<file path="src/rtl/ats21_cmd_issuer.sv">
// ATS21 command issuer: buffers client A/B instructions in two FIFOs and
// serializes them onto the ATS21 req/ctrlA/ctrlB bus (req, high halves, low halves, gap).
module ats21_cmd_issuer #(
  parameter int unsigned FIFO_DEPTH = 4,
  parameter int unsigned GAP_CYCLES = 2,
  localparam int unsigned LW = $clog2(FIFO_DEPTH + 1)
) (
  input  logic          clk,
  input  logic          reset,
  input  logic          a_valid,
  input  logic [31:0]   a_instr,
  output logic          a_accept,
  input  logic          b_valid,
  input  logic [31:0]   b_instr,
  output logic          b_accept,
  input  logic          dut_ready,
  output logic          req,
  output logic [15:0]   ctrlA,
  output logic [15:0]   ctrlB,
  output logic          busy,
  output logic [LW-1:0] a_level,
  output logic [LW-1:0] b_level
);

  localparam int unsigned NL = 2;
  localparam int unsigned IW = 32;
  localparam int unsigned HW = 16;
  localparam int unsigned PW = (FIFO_DEPTH > 1) ? $clog2(FIFO_DEPTH) : 1;
  localparam int unsigned GW = $clog2(GAP_CYCLES + 1);

  typedef enum logic [2:0] {IDLE, REQ, HI, LO, GAP} state_e;

  state_e        state_q, state_d;
  logic [GW-1:0] gap_q, gap_d;
  logic          req_q, req_d;
  logic [HW-1:0] ctrl_q [NL];
  logic [HW-1:0] ctrl_d [NL];
  logic [IW-1:0] head_q [NL];
  logic [IW-1:0] head_d [NL];
  logic [NL-1:0] sel_q, sel_d;

  logic [IW-1:0] mem_q    [NL][FIFO_DEPTH];
  logic [PW-1:0] wr_ptr_q [NL];
  logic [PW-1:0] wr_ptr_d [NL];
  logic [PW-1:0] rd_ptr_q [NL];
  logic [PW-1:0] rd_ptr_d [NL];
  logic [LW-1:0] level_q  [NL];
  logic [LW-1:0] level_d  [NL];
  logic [IW-1:0] in_instr [NL];
  logic [NL-1:0] in_valid, full, empty, push, pop;

  function automatic logic [PW-1:0] next_ptr(input logic [PW-1:0] p);
    return (p == PW'(FIFO_DEPTH - 1)) ? '0 : p + PW'(1);
  endfunction

  assign in_valid    = {b_valid, a_valid};
  assign in_instr[0] = a_instr;
  assign in_instr[1] = b_instr;

  // FIFO bookkeeping; pops happen only in LO for the lanes latched at the request
  always_comb begin
    for (int i = 0; i < int'(NL); i++) begin
      full[i]     = (level_q[i] == LW'(FIFO_DEPTH));
      empty[i]    = (level_q[i] == '0);
      push[i]     = in_valid[i] && !full[i];
      pop[i]      = (state_q == LO) && sel_q[i];
      wr_ptr_d[i] = push[i] ? next_ptr(wr_ptr_q[i]) : wr_ptr_q[i];
      rd_ptr_d[i] = pop[i] ? next_ptr(rd_ptr_q[i]) : rd_ptr_q[i];
      level_d[i]  = level_q[i];
      if (push[i] && !pop[i]) begin
        level_d[i] = level_q[i] + LW'(1);
      end else if (pop[i] && !push[i]) begin
        level_d[i] = level_q[i] - LW'(1);
      end
    end
  end

  // Sequencer; bus outputs are derived from the next state so they align with state_q
  always_comb begin
    state_d = state_q;
    gap_d   = gap_q;
    sel_d   = sel_q;
    head_d  = head_q;
    req_d   = 1'b0;
    for (int i = 0; i < int'(NL); i++) ctrl_d[i] = '0;

    case (state_q)
      IDLE: begin
        if (dut_ready && (empty != '1)) begin
          state_d = REQ;
          sel_d   = ~empty;
          for (int i = 0; i < int'(NL); i++) head_d[i] = mem_q[i][rd_ptr_q[i]];
        end
      end
      REQ:     state_d = HI;
      HI:      state_d = LO;
      LO: begin
        state_d = GAP;
        gap_d   = GW'(GAP_CYCLES - 1);
      end
      GAP: begin
        if (gap_q == '0) state_d = IDLE;
        else             gap_d   = gap_q - GW'(1);
      end
      default: state_d = IDLE;
    endcase

    for (int i = 0; i < int'(NL); i++) begin
      case (state_d)
        HI:      ctrl_d[i] = sel_d[i] ? head_d[i][IW-1:HW] : '0;
        LO:      ctrl_d[i] = sel_d[i] ? head_d[i][HW-1:0] : '0;
        GAP:     ctrl_d[i] = ctrl_q[i];
        default: ctrl_d[i] = '0;
      endcase
    end
    req_d = (state_d == REQ);
  end

  always_ff @(posedge clk or negedge reset) begin
    if (!reset) begin
      state_q <= IDLE;
      gap_q   <= '0;
      req_q   <= 1'b0;
      sel_q   <= '0;
      for (int i = 0; i < int'(NL); i++) begin
        ctrl_q[i]   <= '0;
        head_q[i]   <= '0;
        wr_ptr_q[i] <= '0;
        rd_ptr_q[i] <= '0;
        level_q[i]  <= '0;
      end
    end else begin
      state_q <= state_d;
      gap_q   <= gap_d;
      req_q   <= req_d;
      sel_q   <= sel_d;
      for (int i = 0; i < int'(NL); i++) begin
        ctrl_q[i]   <= ctrl_d[i];
        head_q[i]   <= head_d[i];
        wr_ptr_q[i] <= wr_ptr_d[i];
        rd_ptr_q[i] <= rd_ptr_d[i];
        level_q[i]  <= level_d[i];
      end
    end
  end

  // Storage needs no reset: reads are gated by the level counters
  always_ff @(posedge clk) begin
    for (int i = 0; i < int'(NL); i++) begin
      if (push[i]) mem_q[i][wr_ptr_q[i]] <= in_instr[i];
    end
  end

  assign req      = req_q;
  assign ctrlA    = ctrl_q[0];
  assign ctrlB    = ctrl_q[1];
  assign busy     = (state_q != IDLE);
  assign a_level  = level_q[0];
  assign b_level  = level_q[1];
  assign a_accept = !full[0];
  assign b_accept = !full[1];

endmodule
</file>
<file path="config.mk">
export PLATFORM = sky130hd
export DESIGN_NAME = ats21_cmd_issuer
export DESIGN_NICKNAME = d
export VERILOG_FILES = /design/src/rtl/ats21_cmd_issuer.sv
export SDC_FILE = /design/constraint.sdc
export NUM_CORES = 1
export LEC_CHECK = 0
export ABC_AREA = 1
export CAP_MARGIN = 10
export CORE_MARGIN = 1.5
export CORE_UTILIZATION = 25
export DETAILED_ROUTE_END_ITERATION = 10
export GPL_ROUTABILITY_DRIVEN = 0
export PLACE_DENSITY = 0.48
export SLEW_MARGIN = 20
export SYNTH_ARGS = -nofsm -noshare
export SYNTH_HDL_FRONTEND = slang
export SYNTH_SLANG_ARGS = --single-unit
</file>
<file path="constraint.sdc">
create_clock -name clk -period 3.4 [get_ports clk]
set_input_delay 0.85 -clock clk [delete_from_list [all_inputs] [get_ports clk]]
set_output_delay 0.85 -clock clk [all_outputs]
set_load 0.005 [all_outputs]
</file>
## Word level (Yosys, flattened, before mapping)

Memories as Yosys holds them, arrays and structs flattened.
Cells that the tools add are included.
W data, S select, Z words.

- RAM bits: 256
- Output and inout port bits: 42
- Register bits after elaboration: 118
- Bits of input ports: 69
- Memories kept: 1

- Reduce and logical (&&, ||, !) cells: 26
- Add/subtract/negate cells: 9
- Bitwise operators: 5
- Equality and inequality tests: 16
- Order comparisons: 6
- Multiplexer cells: 37

Memories:

| memory | depth | bits a word | rd ports | clocked after memory_dff | wr ports | RTL line | text |
|---|---|---|---|---|---|---|---|
| mem_q | 2 | 128 | 2 | 0 | 2 | 42 | `logic [IW-1:0] mem_q [NL][FIFO_DEPTH];` |

Operators with widths:

| operator | number |
|---|---|
| $mux W128 | 2 |
| $mux W32 | 6 |
| $bmux W32 S2 | 2 |
| $demux W32 S2 | 2 |
| $mux W64 | 2 |
| $pmux W16 S3 | 2 |
| $mux W16 | 4 |
| $mux W3 | 6 |
| $pmux W3 S5 | 1 |
| $mux W2 | 7 |
| $eq A3 B2 Y1 const B | 4 |
| $eq A3 B3 Y1 const B | 4 |
| $ge A3 B3 Y1 const B | 4 |
| $not A2 Y3 | 4 |
| $logic_and A1 B1 Y1 | 11 |
| $logic_not A3 Y1 | 3 |
| $add A2 B1 Y2 const B | 4 |
| $eq A2 B2 Y1 const B | 4 |
| $add A3 B1 Y3 const B | 2 |
| $eq A3 B1 Y1 const B | 2 |
| $logic_not A1 Y1 | 6 |
| $lt A3 B1 Y1 const B | 2 |
| $reduce_bool A2 Y1 | 3 |
| $sub A3 B1 Y3 const B | 2 |
| 8 further kinds | 10 |

## Depth between registers and ports, before layout

Gate-level depths: netlist of the first run.

- Depth after elaboration: 8
- Depth in mapped cells: 11
- Mapped depth without buffers: 11

## Worst setup path after synthesis of the first run

Ideal clock, no wire load.

- Kind: input to register
- Start point: input a_valid
- End point: memory mem_q[0][0] in the netlist's numbering, enable pin
- Data arrival time: 2.344 ns
- Required time: 2.979 ns
- Setup time: 0.421 ns
- Path slack: 0.635 ns
- Path buffers: 0
- Cell stages on the path: 2
- Path through: nand2_1 -> nor2_1

RTL lines:

| element | RTL line | text |
|---|---|---|
| from (decl) | 10 | `input logic a_valid,` |
| to (decl) | 42 |  |

## Final worst setup path of the first run

- Start point: register state_q[0]
- End point: output busy

- Longest elaborated chain between the ends: 1

Ends and longest elaborated chain:

| element | RTL line | text |
|---|---|---|
| from (decl) | 33 | `state_e state_q, state_d;` |
| from (signal assigned) | 133 | `state_q <= state_d;` |
| $reduce_bool A3 Y1 | 157 | `assign busy = (state_q != IDLE);` |
| to (decl) | 20 | `output logic busy,` |

No other way between the ends.

==> summary.md, run 1 <==
| Metric | Value |
|---|---|
| Post-synth cell types | 28 |
| Later-pin clock latency in the skew report | 0.54 ns |
| Largest net degree at the start of global routing | 76 |
| CTS Hold Bufs | 0 |
| Critical-path cell list | buf_4, nor2_8, nand2_1, clkdlybuf4s50_1 |
| TritonRoute pass-1 iters | 5 |
| Synth top area cells | edfxtp_1, dfrtp_1, nand2_1 |
| Max stage delay cell, worst path | clkdlybuf4s50_1 |
| FMAX | 366 MHz |
| Post-synth top area cell | edfxtp_1 |
| H-tree depth | 2 |
| Most common cell after layout, fill and taps aside | nand2_1 |
| Port Buf Inserts | 110 |
| Post-Layout Cell Count | 2552 |
| Commonest non-fill, non-tap cells in the layout | nand2_1, edfxtp_1, inv_1, dfrtp_1, clkdlybuf4s50_1 |
| FP Rows | 91 |
| Die width | 254 um |
| ANT nets after route | 0 |
| Type of origin of the critical path | register |
| Share of layout cells above drive strength 1 | 8.46% |
| Slew @ Worst Pin | 0.673 ns |
| Ports | 111 |
| Final setup fails | 0 |
| Pwr Density | 858 nW/um^2 |
| Wire per inst | 15.0 um |
| Power share of the clock group | 28.7% |
| Hold Path Class | input pin to asynchronous set/reset pin |
| Final net count | 1768 |
| First-pass GRT wire length | 60500 um |
| Asr flop ratio synth | 31.6% |
| Setup TNS | 0 ns |
| Setup bufs post-CTS | 0 |
| First DRT Iteration DRCs | 539 |
| Vias per cell | 4.08 |
| Max-cap violations | 0 |
| Worst Path Max Fanout | 17 |
| Die ar. | 64600 um^2 |
| GRT Overall Usage | 12.1% |
| CP endpoint kind | output pin |
| Initial antenna violation count | 4 |
| Post-Syn Area | 15800 um^2 |
| Status | completed |
| Main synth FF type | edfxtp_1 |
| Pleak | 0.00839 uW |
| Vias in the first global route | 10200 |
| Combinational share of power | 31.0% |
| Sw Share | 34.7% |
| Share of the synthesized area in the top cell type | 48.7% |
| Mapped Avg Cell Area | 9.98 um^2 |
| Rel. slew slack | 55.0% |
| Synthesized instance count | 1581 |
| Post-route minimum period | 2.73 ns |
| Peak supply drop | 0.317 mV |
| Placed wire-length estimate | 24000 um |
| Initial Util | 25.4% |
| Syn-to-layout area delta | 22.1% |
| Worst path top cell family by delay | buffers and inverters |
| WP data required | 2.55 ns |
| Post-cts resize count | 0 |
| Slew Viols, Final | 0 |
| P_int | 10800 uW |
| Seq pwr share | 40.3% |
| Clock transition at path regs | 0.06 ns |
| Clock skew | 0.0281 ns |
| Worst Path Arrival | 1.88 ns |
| Die height | 254 um |
| Post-synthesis sequential area ratio | 67.5% |
| Gr ovfl total | 0 |
| Switch Pwr | 5740 uW |
| Drt drc | 0 |
| Sequential cell area | 10600 um^2 |
| Number of synthesized flops with an enable pin | 256 |
| Yosys reg bits | 374 |
| Total clock buffers created by CTS | 40 |
| Syn Nets | 1665 |
| Core region area | 62100 um^2 |
| FILL cells | 6369 |
| CTS sink cnt | 374 |
| RSZ-0062 raised after global routing | no |
| Setup CP Type | register to output pin |
| Clk root buf | clkbuf_16 |
| Final hold vios | 0 |
| CTS tree | yes |
| Max incr delay on CP | 0.53 ns |
| Total Wirelength | 38300 um |
| Routed vias | 10400 |
| CTS max path bufs | 3 |
| Period utilisation layout | 80.3% |
| CP bufs+invs | 2 |
| Synth Warn # | 0 |
| Placed Instances | 2479 |
| Area of the multi-input gates | 4290 um^2 |
## cells by family (layout without fill, tap and decap cells)
family,Yosys count,count (layout),share of synthesized area [%]
and+or+nand+nor,938,938,24.2
DFF,374,374,67.5
buffers and inverters,209,342,5.52
AOI/OAI and AO/OA,40,40,1.27
adders and majority gates,15,15,1.29
xor gates and xnor gates,4,4,0.222
muxes,1,1,0.0714
other,0,1,0
## worst paths after layout
path	start	end	slack [ns]	cells after the start
worst max-delay path	state_q[0]$_DFF_PN0_	busy	0.67	4
worst min-delay path	reset	ctrlB[7]$_DFFE_PN0P_	0.19	1
worst max register to register	state_q[1]$_DFF_PN0_	b_level[1]$_DFFE_PN0P_	1.05	8
worst min register to register	ctrlA[3]$_DFFE_PN0P_	ctrlA[3]$_DFFE_PN0P_	0.47	2
max in group asynchronous	reset	rd_ptr_q[2]$_DFFE_PN0P_	2.51	2
min in group clk	ctrlA[3]$_DFFE_PN0P_	ctrlA[3]$_DFFE_PN0P_	0.47	2
## cell type report
| type | count | area share, % |
|---|---|---|
| Inverter | 132 | 2.57 |
| Tap cell | 837 | 5.44 |
| Clock buffer | 47 | 5.44 |
| Clock inverter | 25 | 2.03 |
| Timing Repair Buffer | 138 | 6.99 |
| Multi-Input combinational cell | 998 | 22.3 |
| Sequential cell | 374 | 55.2 |
| Antenna cell | 1 | 0.0130 |
## flip-flops by register name, summed over array words and instances, names as in the netlist
name	cells
ctrlA	16
req	1
ctrlB	16
rd_ptr_q	4
wr_ptr_q	4
sel_q	2
a_level	3
gap_q	2
b_level	3
head_q	64
state_q	3
mem_q	256
## stage by stage
step	total power [uW]	area [um^2]	worst slack (ns)	utilization, %	hold slack, ns
after floorplan	10000	15800	0.635	-	0.449
after global placement	11900	17800	0.679	28.7	0.455
after detailed placement	12000	17800	0.641	28.7	0.465
after CTS	16800	19300	0.578	31.0	0.168
after global routing	17700	19300	0.558	31.0	0.187
final	16500	19300	0.671	31.0	0.186
## power groups by stage
stage | combinational [uW] | sequential, uW | clock, uW
after floorplan | 3400 | 6610 | 0
after global placement | 5160 | 6740 | 0
after detailed placement | 5250 | 6760 | 0
after global routing | 5900 | 6790 | 5040
after CTS | 5280 | 6670 | 4880
final | 5120 | 6660 | 4740
## worst register-to-register path, delay by kind of cell, from the launching register on
family        cells  cell delay, ns
mux               1            0.27
flops             1            0.36
simple gates      3            0.52
buf+inv           2            0.48
fa+ha+maj         2            0.63
## layer usage
layer	vias to the layer above	global-route usage [%]	wire (um)
met5	-	0	41
met3	43	2.54	2150
met4	6	2.89	615
li1	5244	-	-
met2	172	19.2	17300
met1	4936	16.9	18200
## Yosys cell counts, drive strengths merged (13+ instances only)
cell type / number
nand2: 715
edfxtp: 256
inv: 130
dfrtp: 118
nor2: 86
nand3: 69
buf: 47
o21ai: 39
nand4: 34
or2: 32
clkbuf: 30
ha: 13
No activity file was read; power rests on OpenSTA's default activity.
==> run 2: changes to the inputs <==
==> constraint.sdc (replaced) <==
create_clock -name clk -period 2.8 [get_ports clk]
set_input_delay 0.7 -clock clk [delete_from_list [all_inputs] [get_ports clk]]
set_output_delay 0.7 -clock clk [all_outputs]
set_load 0.005 [all_outputs]
==> run 2 against run 1 <==
Effect of this change:
- worst hold slack better by 0.046 ns
- cell count up 0.27%
- worst setup slack got worse by 0.49 ns
- first-iteration DRC count increased by 0.56%
- sequential share of layout area down 0.22 points
- routed wire length increased by 0.34%
- sequential cell count unchanged
- register-to-register slack worse by 0.40 ns
- design area increased by 0.40%
- clock-buffer cell count increased by 1
- total power increased by 20%
- clock skew is 0.013 ns lower
- critical path type unchanged
- critical endpoint unchanged
- largest cell class unchanged
- largest power group unchanged
==> summary.md, run 2 (synthesis gave the netlist of run 1 again) <==
| Metric | Value |
|---|---|
| Commonest non-fill, non-tap cells in the layout | nand2_1, edfxtp_1, inv_1, dfrtp_1, clkdlybuf4s50_1 (unchanged) |
| RSZ-0062 raised after global routing | no (unchanged) |
| Type of origin of the critical path | register (unchanged) |
| Power share of the clock group | 27.2% (was 28.7%) |
| Total Wirelength | 38400 um (was 38300 um) |
| CTS sink cnt | 374 (unchanged) |
| Setup CP Type | register to output pin (unchanged) |
| Worst slack, placed | 0.429 ns (was 0.641 ns) |
| Gr ovfl total | 0 (unchanged) |
| Clk root buf | clkbuf_16 (unchanged) |
| Final setup margin | 0.178 ns (was 0.671 ns) |
| TritonRoute pass-1 iters | 4 (was 5) |
| First DRT Iteration DRCs | 542 (was 539) |
| Post-cts resize count | 0 (unchanged) |
| Gr busiest metal | met2 (unchanged) |
| Max FFs per register | 256 (unchanged) |
| Core region area | 62100 um^2 (unchanged) |
| Area of the multi-input gates | 4290 um^2 (unchanged) |
| Final net count | 1773 (was 1768) |
| Max-cap violations | 0 (unchanged) |
| Routed vias | 10400 (about the same) |
| Share of layout cells above drive strength 1 | 8.77% (was 8.46%) |
| Post-Layout Cell Count | 2559 (was 2552) |
| Final hold vios | 0 (unchanged) |
| Die width | 254 um (unchanged) |
| Largest net degree at the start of global routing | 119 (was 76) |
| Period utilisation layout | 93.7% |
| Pleak | 0.00841 uW (was 0.00839 uW) |
| P_int | 12900 uW (was 10800 uW) |
| Ports | 111 (unchanged) |
| Seq pwr share | 40.8% (was 40.3%) |
| Syn-to-layout area delta | 22.6% (was 22.1%) |
| CTS max path bufs | 3 (unchanged) |
| CTS tree | yes (unchanged) |
| Slew @ Worst Pin | 0.705 ns (was 0.673 ns) |
| Post-layout util | 31.2% (was 31.0%) |
| Switch Pwr | 7060 uW (was 5740 uW) |
| Initial Util | 25.4% (unchanged) |
| Vias in the first global route | 10100 (was 10200) |
| Peak supply drop | 0.459 mV (was 0.317 mV) |
| FP Rows | 91 (unchanged) |
| WP data required | 2.10 ns (was 2.55 ns) |
| Later-pin clock latency in the skew report | 0.55 ns (was 0.54 ns) |
| Hold Path Class | input pin to asynchronous set/reset pin (unchanged) |
| Clock skew | 0.0154 ns (was 0.0281 ns) |
| Most common cell after layout, fill and taps aside | nand2_1 (unchanged) |
| Die height | 254 um (unchanged) |
| GRT Overall Usage | 12.1% (about the same) |
| Placed wire-length estimate | 23500 um (was 24000 um) |
| Pwr Density | 1030 nW/um^2 (was 858 nW/um^2) |
| Setup bufs post-CTS | 0 (unchanged) |
| FMAX | 381 MHz |
| Worst Path Max Fanout | 18 (was 17) |
| Total clock buffers created by CTS | 41 (was 40) |
| GR Util met1 | 17.0% (was 16.9%) |
| CTS Hold Bufs | 0 (unchanged) |
| Met2 global-route usage | 18.6% (was 19.2%) |
| Combinational share of power | 32.0% (was 31.0%) |
| CP endpoint kind | output pin (unchanged) |
| Setup TNS | 0 ns (unchanged) |
| M3 GR Usage | 2.78% (was 2.54%) |
| Post-route minimum period | 2.62 ns |
| Worst reg-to-reg path cell count | 7 (was 8) |
| H-tree depth | 2 (unchanged) |
| Vias per cell | 4.05 (was 4.08) |
| Clock transition at path regs | 0.06 ns (about the same) |
| Slew Viols, Final | 0 (unchanged) |
| ANT nets after route | 0 (unchanged) |
| Sequential cell area | 10600 um^2 (unchanged) |
| Sw Share | 35.4% (was 34.7%) |
| Worst Path Arrival | 1.92 ns (was 1.88 ns) |
| Drt drc | 0 (unchanged) |
| Final setup fails | 0 (unchanged) |
| Wire per inst | 15.0 um (about the same) |
| Rel. slew slack | 53.0% (was 55.0%) |
| Initial antenna violation count | 7 (was 4) |
| FILL cells | 6341 (was 6369) |
| Port Buf Inserts | 110 (unchanged) |
| First-pass GRT wire length | 60100 um (was 60500 um) |
| Placed Instances | 2483 (was 2479) |
| Die ar. | 64600 um^2 (unchanged) |
| Status | completed (unchanged) |
## run 2: changes by cell type in the layout (fill, tap and decap cells not counted), moves of 4 or more
cell	before	now
clkinv_2	6	10
buf_12	3	14
buf_4	26	19
bufinv_16	10	5
## run 2: area by class of cell
type / count / share of cell area (%)
Tap cell: 837 / 5.41
Timing Repair Buffer: 142 / 7.83
Clock inverter: 27 / 1.42
Antenna cell: 1 / 0.0129
Sequential cell: 374 / 55.0
Inverter: 132 / 2.56
Multi-Input combinational cell: 998 / 22.2
Clock buffer: 48 / 5.54
## run 2: power groups by stage
stage                     clock (uW)  sequential (uW)  combinational [uW]
final                           5420             8120                6370
after CTS                       5580             8120                6530
after detailed placement           0             8220                6500
after floorplan                    0             8030                4130
after global placement             0             8210                6440
after global routing            5780             8270                7300
## run 2: worst paths after layout
check	startpoint	to	slack, ns
max	state_q[1]$_DFF_PN0_	busy	0.18
min	reset	ctrlB[4]$_DFFE_PN0P_	0.23
max reg2reg	state_q[0]$_DFF_PN0_	b_level[1]$_DFFE_PN0P_	0.65
min reg2reg	ctrlA[3]$_DFFE_PN0P_	ctrlA[3]$_DFFE_PN0P_	0.47
max in group asynchronous	reset	head_q[57]$_DFF_PN0_	2.02
min in group clk	ctrlA[3]$_DFFE_PN0P_	ctrlA[3]$_DFFE_PN0P_	0.47
## run 2: metrics by stage
step | power, uW | hold WS (ns) | instance area [um^2]
after floorplan | 12200 | 0.404 | 15800
after global placement | 14600 | 0.458 | 18000
after detailed placement | 14700 | 0.459 | 18000
after CTS | 20200 | 0.261 | 19300
after global routing | 21400 | 0.287 | 19300
final | 19900 | 0.232 | 19300
## run 2: worst max-delay path: stages, from the launching register on
cell             delay [ns]
dfrtp_1                0.39
buf_4                  0.27
inv_2                  0.05
nand2_1                0.12
clkdlybuf4s50_1        0.54
## run 2: metal layers
layer	part of all wire, %	wire length, um
met1	48	18600
met4	2.2	844
met2	44	17000
met3	4.9	1890
met5	0.18	69
==> run 3: changes to the inputs <==
--- a/config.mk
+++ b/config.mk
@@ -11,6 +11,7 @@
 export CORE_UTILIZATION = 25
 export DETAILED_ROUTE_END_ITERATION = 10
 export GPL_ROUTABILITY_DRIVEN = 0
+export GPL_TIMING_DRIVEN = 0
 export PLACE_DENSITY = 0.48
 export SLEW_MARGIN = 20
 export SYNTH_ARGS = -nofsm -noshare
==> run 3 against run 2 <==
Effect of this change:
- sequential share of layout area fell by 0.42 points
- routed wire length rose by 7.2%
- design area rose by 0.75%
- sequential power barely moved
- die area did not move
- total power rose by 0.72%
- worst setup slack got worse by 0.022 ns
- critical endpoint unchanged
- highest routed layer unchanged
==> summary.md, run 3 (synthesis gave the netlist of run 1 again) <==
| Metric | Value |
|---|---|
| Slew @ Worst Pin | 0.742 ns (was 0.705 ns) |
| Total clock buffers created by CTS | 41 (unchanged) |
| Reg2Reg Capture Point | b_level[1]$_DFFE_PN0P_ (unchanged) |
| Syn-to-layout area delta | 23.5% (was 22.6%) |
| Status | completed (unchanged) |
| Period utilisation layout | 94.4% (was 93.7%) |
| CTS tree | yes (unchanged) |
| Type of origin of the critical path | register (unchanged) |
| FILL cells | 6270 (was 6341) |
| Gr ovfl total | 0 (unchanged) |
| Slew Viols, Final | 0 (unchanged) |
| Die width | 254 um (unchanged) |
| Hold Path Class | input pin to asynchronous set/reset pin (unchanged) |
| FMAX | 378 MHz (was 381 MHz) |
| Initial antenna violation count | 7 (unchanged) |
| CP endpoint kind | output pin (unchanged) |
| Most common cell after layout, fill and taps aside | nand2_1 (unchanged) |
| Routed vias | 10600 (was 10400) |
| R2R setup slack | 0.42 ns (was 0.65 ns) |
| Pleak | 0.00851 uW (was 0.00841 uW) |
| WP data required | 2.10 ns (about the same) |
| Final Cell Area | 19500 um^2 (was 19300 um^2) |
| Max incr delay on CP | 0.48 ns (was 0.54 ns) |
| Largest net degree at the start of global routing | 72 (was 119) |
| CTS sink cnt | 374 (unchanged) |
| Core region area | 62100 um^2 (unchanged) |
| TritonRoute pass-1 iters | 5 (was 4) |
| Critical-path cell list | buf_4, nor2_8, nand2_1, clkdlybuf4s50_1 (was buf_4, inv_2, nand2_1, clkdlybuf4s50_1) |
| Worst Path Arrival | 1.94 ns (was 1.92 ns) |
| Total Wirelength | 41200 um (was 38400 um) |
| Worst r2r src | b_level[0]$_DFFE_PN0P_ (was state_q[0]$_DFF_PN0_) |
| Post-cts resize count | 0 (unchanged) |
| Share of layout cells above drive strength 1 | 9.08% (was 8.77%) |
| Clock transition at path regs | 0.05 ns (was 0.06 ns) |
| RSZ-0062 raised after global routing | no (unchanged) |
| Vias per cell | 4.08 (was 4.05) |
| First DRT Iteration DRCs | 576 (was 542) |
| Max-cap violations | 0 (unchanged) |
| H-tree depth | 2 (unchanged) |
| Ant diodes | 0 (was 1) |
| Peak supply drop | 0.384 mV (was 0.459 mV) |
| GRT Overall Usage | 12.9% (was 12.1%) |
| Rel. slew slack | 50.4% (was 53.0%) |
| Vias in the first global route | 10500 (was 10100) |
| Drt drc | 0 (unchanged) |
| Port Buf Inserts | 110 (unchanged) |
| Commonest non-fill, non-tap cells in the layout | nand2_1, edfxtp_1, inv_1, dfrtp_1, clkdlybuf4s50_1 (unchanged) |
| ANT nets after route | 0 (unchanged) |
| Pwr Density | 1030 nW/um^2 (about the same) |
| Worst Path Max Fanout | 17 (was 18) |
| Clock skew | 0.0269 ns (was 0.0154 ns) |
| DP Area | 18200 um^2 (was 18000 um^2) |
| Post-route minimum period | 2.64 ns (was 2.62 ns) |
| Die height | 254 um (unchanged) |
| Post-Layout Cell Count | 2610 (was 2559) |
| Clk root buf | clkbuf_16 (unchanged) |
| Max stage delay cell, worst path | clkdlybuf4s50_1 (unchanged) |
| FP Rows | 91 (unchanged) |
| Worst reg-to-reg path cell count | 8 (was 7) |
| CTS Hold Bufs | 0 (unchanged) |
| Setup CP Type | register to output pin (unchanged) |
| Die ar. | 64600 um^2 (unchanged) |
| Final hold vios | 0 (unchanged) |
| Setup bufs post-CTS | 0 (unchanged) |
| CTS max path bufs | 3 (unchanged) |
| Initial Util | 25.4% (unchanged) |
| Placed wire-length estimate | 28700 um (was 23500 um) |
| Wire per inst | 15.8 um (was 15.0 um) |
| Final net count | 1825 (was 1773) |
| Later-pin clock latency in the skew report | 0.56 ns (was 0.55 ns) |
| Ports | 111 (unchanged) |
| Final setup fails | 0 (unchanged) |
| First-pass GRT wire length | 63300 um (was 60100 um) |
| Max FFs per register | 256 (unchanged) |
| Placed Instances | 2537 (was 2483) |
-- run 3: changes by cell type in the layout (fill, tap and decap cells not counted), moves of 3 or more --
cell,previous run,this run
buf_12,14,2
buf_16,0,7
buf_2,0,33
buf_4,19,12
bufinv_16,5,1
clkbuf_1,5,41
clkinv_2,10,7
nor2_2,9,1
nor2_4,1,8
-- run 3: worst max-delay path by stage --
stage / startpoint / endpoint / depth (start not counted)
after CTS: state_q[1]$_DFF_PN0_ / busy / 4
after floorplan: a_valid / mem_q[0][0]$_DFFE_PP_ / 2
after global placement: reset / rd_ptr_q[2]$_DFFE_PN0P_ / 1
after global routing: state_q[0]$_DFF_PN0_ / busy / 4
final: state_q[0]$_DFF_PN0_ / busy / 4
after detailed placement: b_valid / b_level[1]$_DFFE_PN0P_ / 7
-- run 3: layout make-up --
class | instances | area (um^2) | share of cell area, %
sequential | 374 | 10600 | 54.6
inverter | 132 | 498 | 2.56
timing repair buffer | 119 | 1340 | 6.85
clock buffer | 60 | 1180 | 6.05
buffer | 75 | 368 | 1.89
tap | 837 | 1050 | 5.37
clock inverter | 15 | 96.3 | 0.494
multi-input combinational | 998 | 4320 | 22.2
-- run 3: stage by stage --
| stage | utilization [%] | total power [uW] | TNS (ns) | setup slack, ns | hold WS, ns |
|---|---|---|---|---|---|
| global route | 31.4 | 21500 | 0 | 0.0574 | 0.110 |
| finish | 31.4 | 20100 | 0 | 0.156 | 0.0921 |
| floorplan | - | 12200 | 0 | 0.185 | 0.404 |
| global placement | 28.9 | 14800 | -889.70 | -3.72 | 0.460 |
| CTS | 31.4 | 20300 | 0 | 0.0659 | 0.0760 |
| detailed placement | 29.4 | 15100 | -0.0322 | -0.0322 | 0.464 |
-- run 3: worst max-delay path, delay by kind of cell (launching register included) --
family | cells | cell delay (ns)
flops | 1 | 0.35
simple gates | 2 | 0.40
buf+inv | 2 | 0.65
-- run 3: where the power goes --
| group | internal [uW] | switching, uW |
|---|---|---|
| Sequential | 7440 | 669 |
| Combinational | 2290 | 4490 |
| Clock | 3010 | 2150 |
-- run 3: routing by layer --
layer | vias up | routed length (um) | global-route usage (%) | share of wire (%)
li1 | 5368 | - | - | -
met1 | 5003 | 19200 | 17.7 | 47
met2 | 198 | 18900 | 20.6 | 46
met3 | 66 | 2180 | 2.90 | 5.3
met4 | 14 | 792 | 3.50 | 1.9
met5 | - | 80 | 0 | 0.19
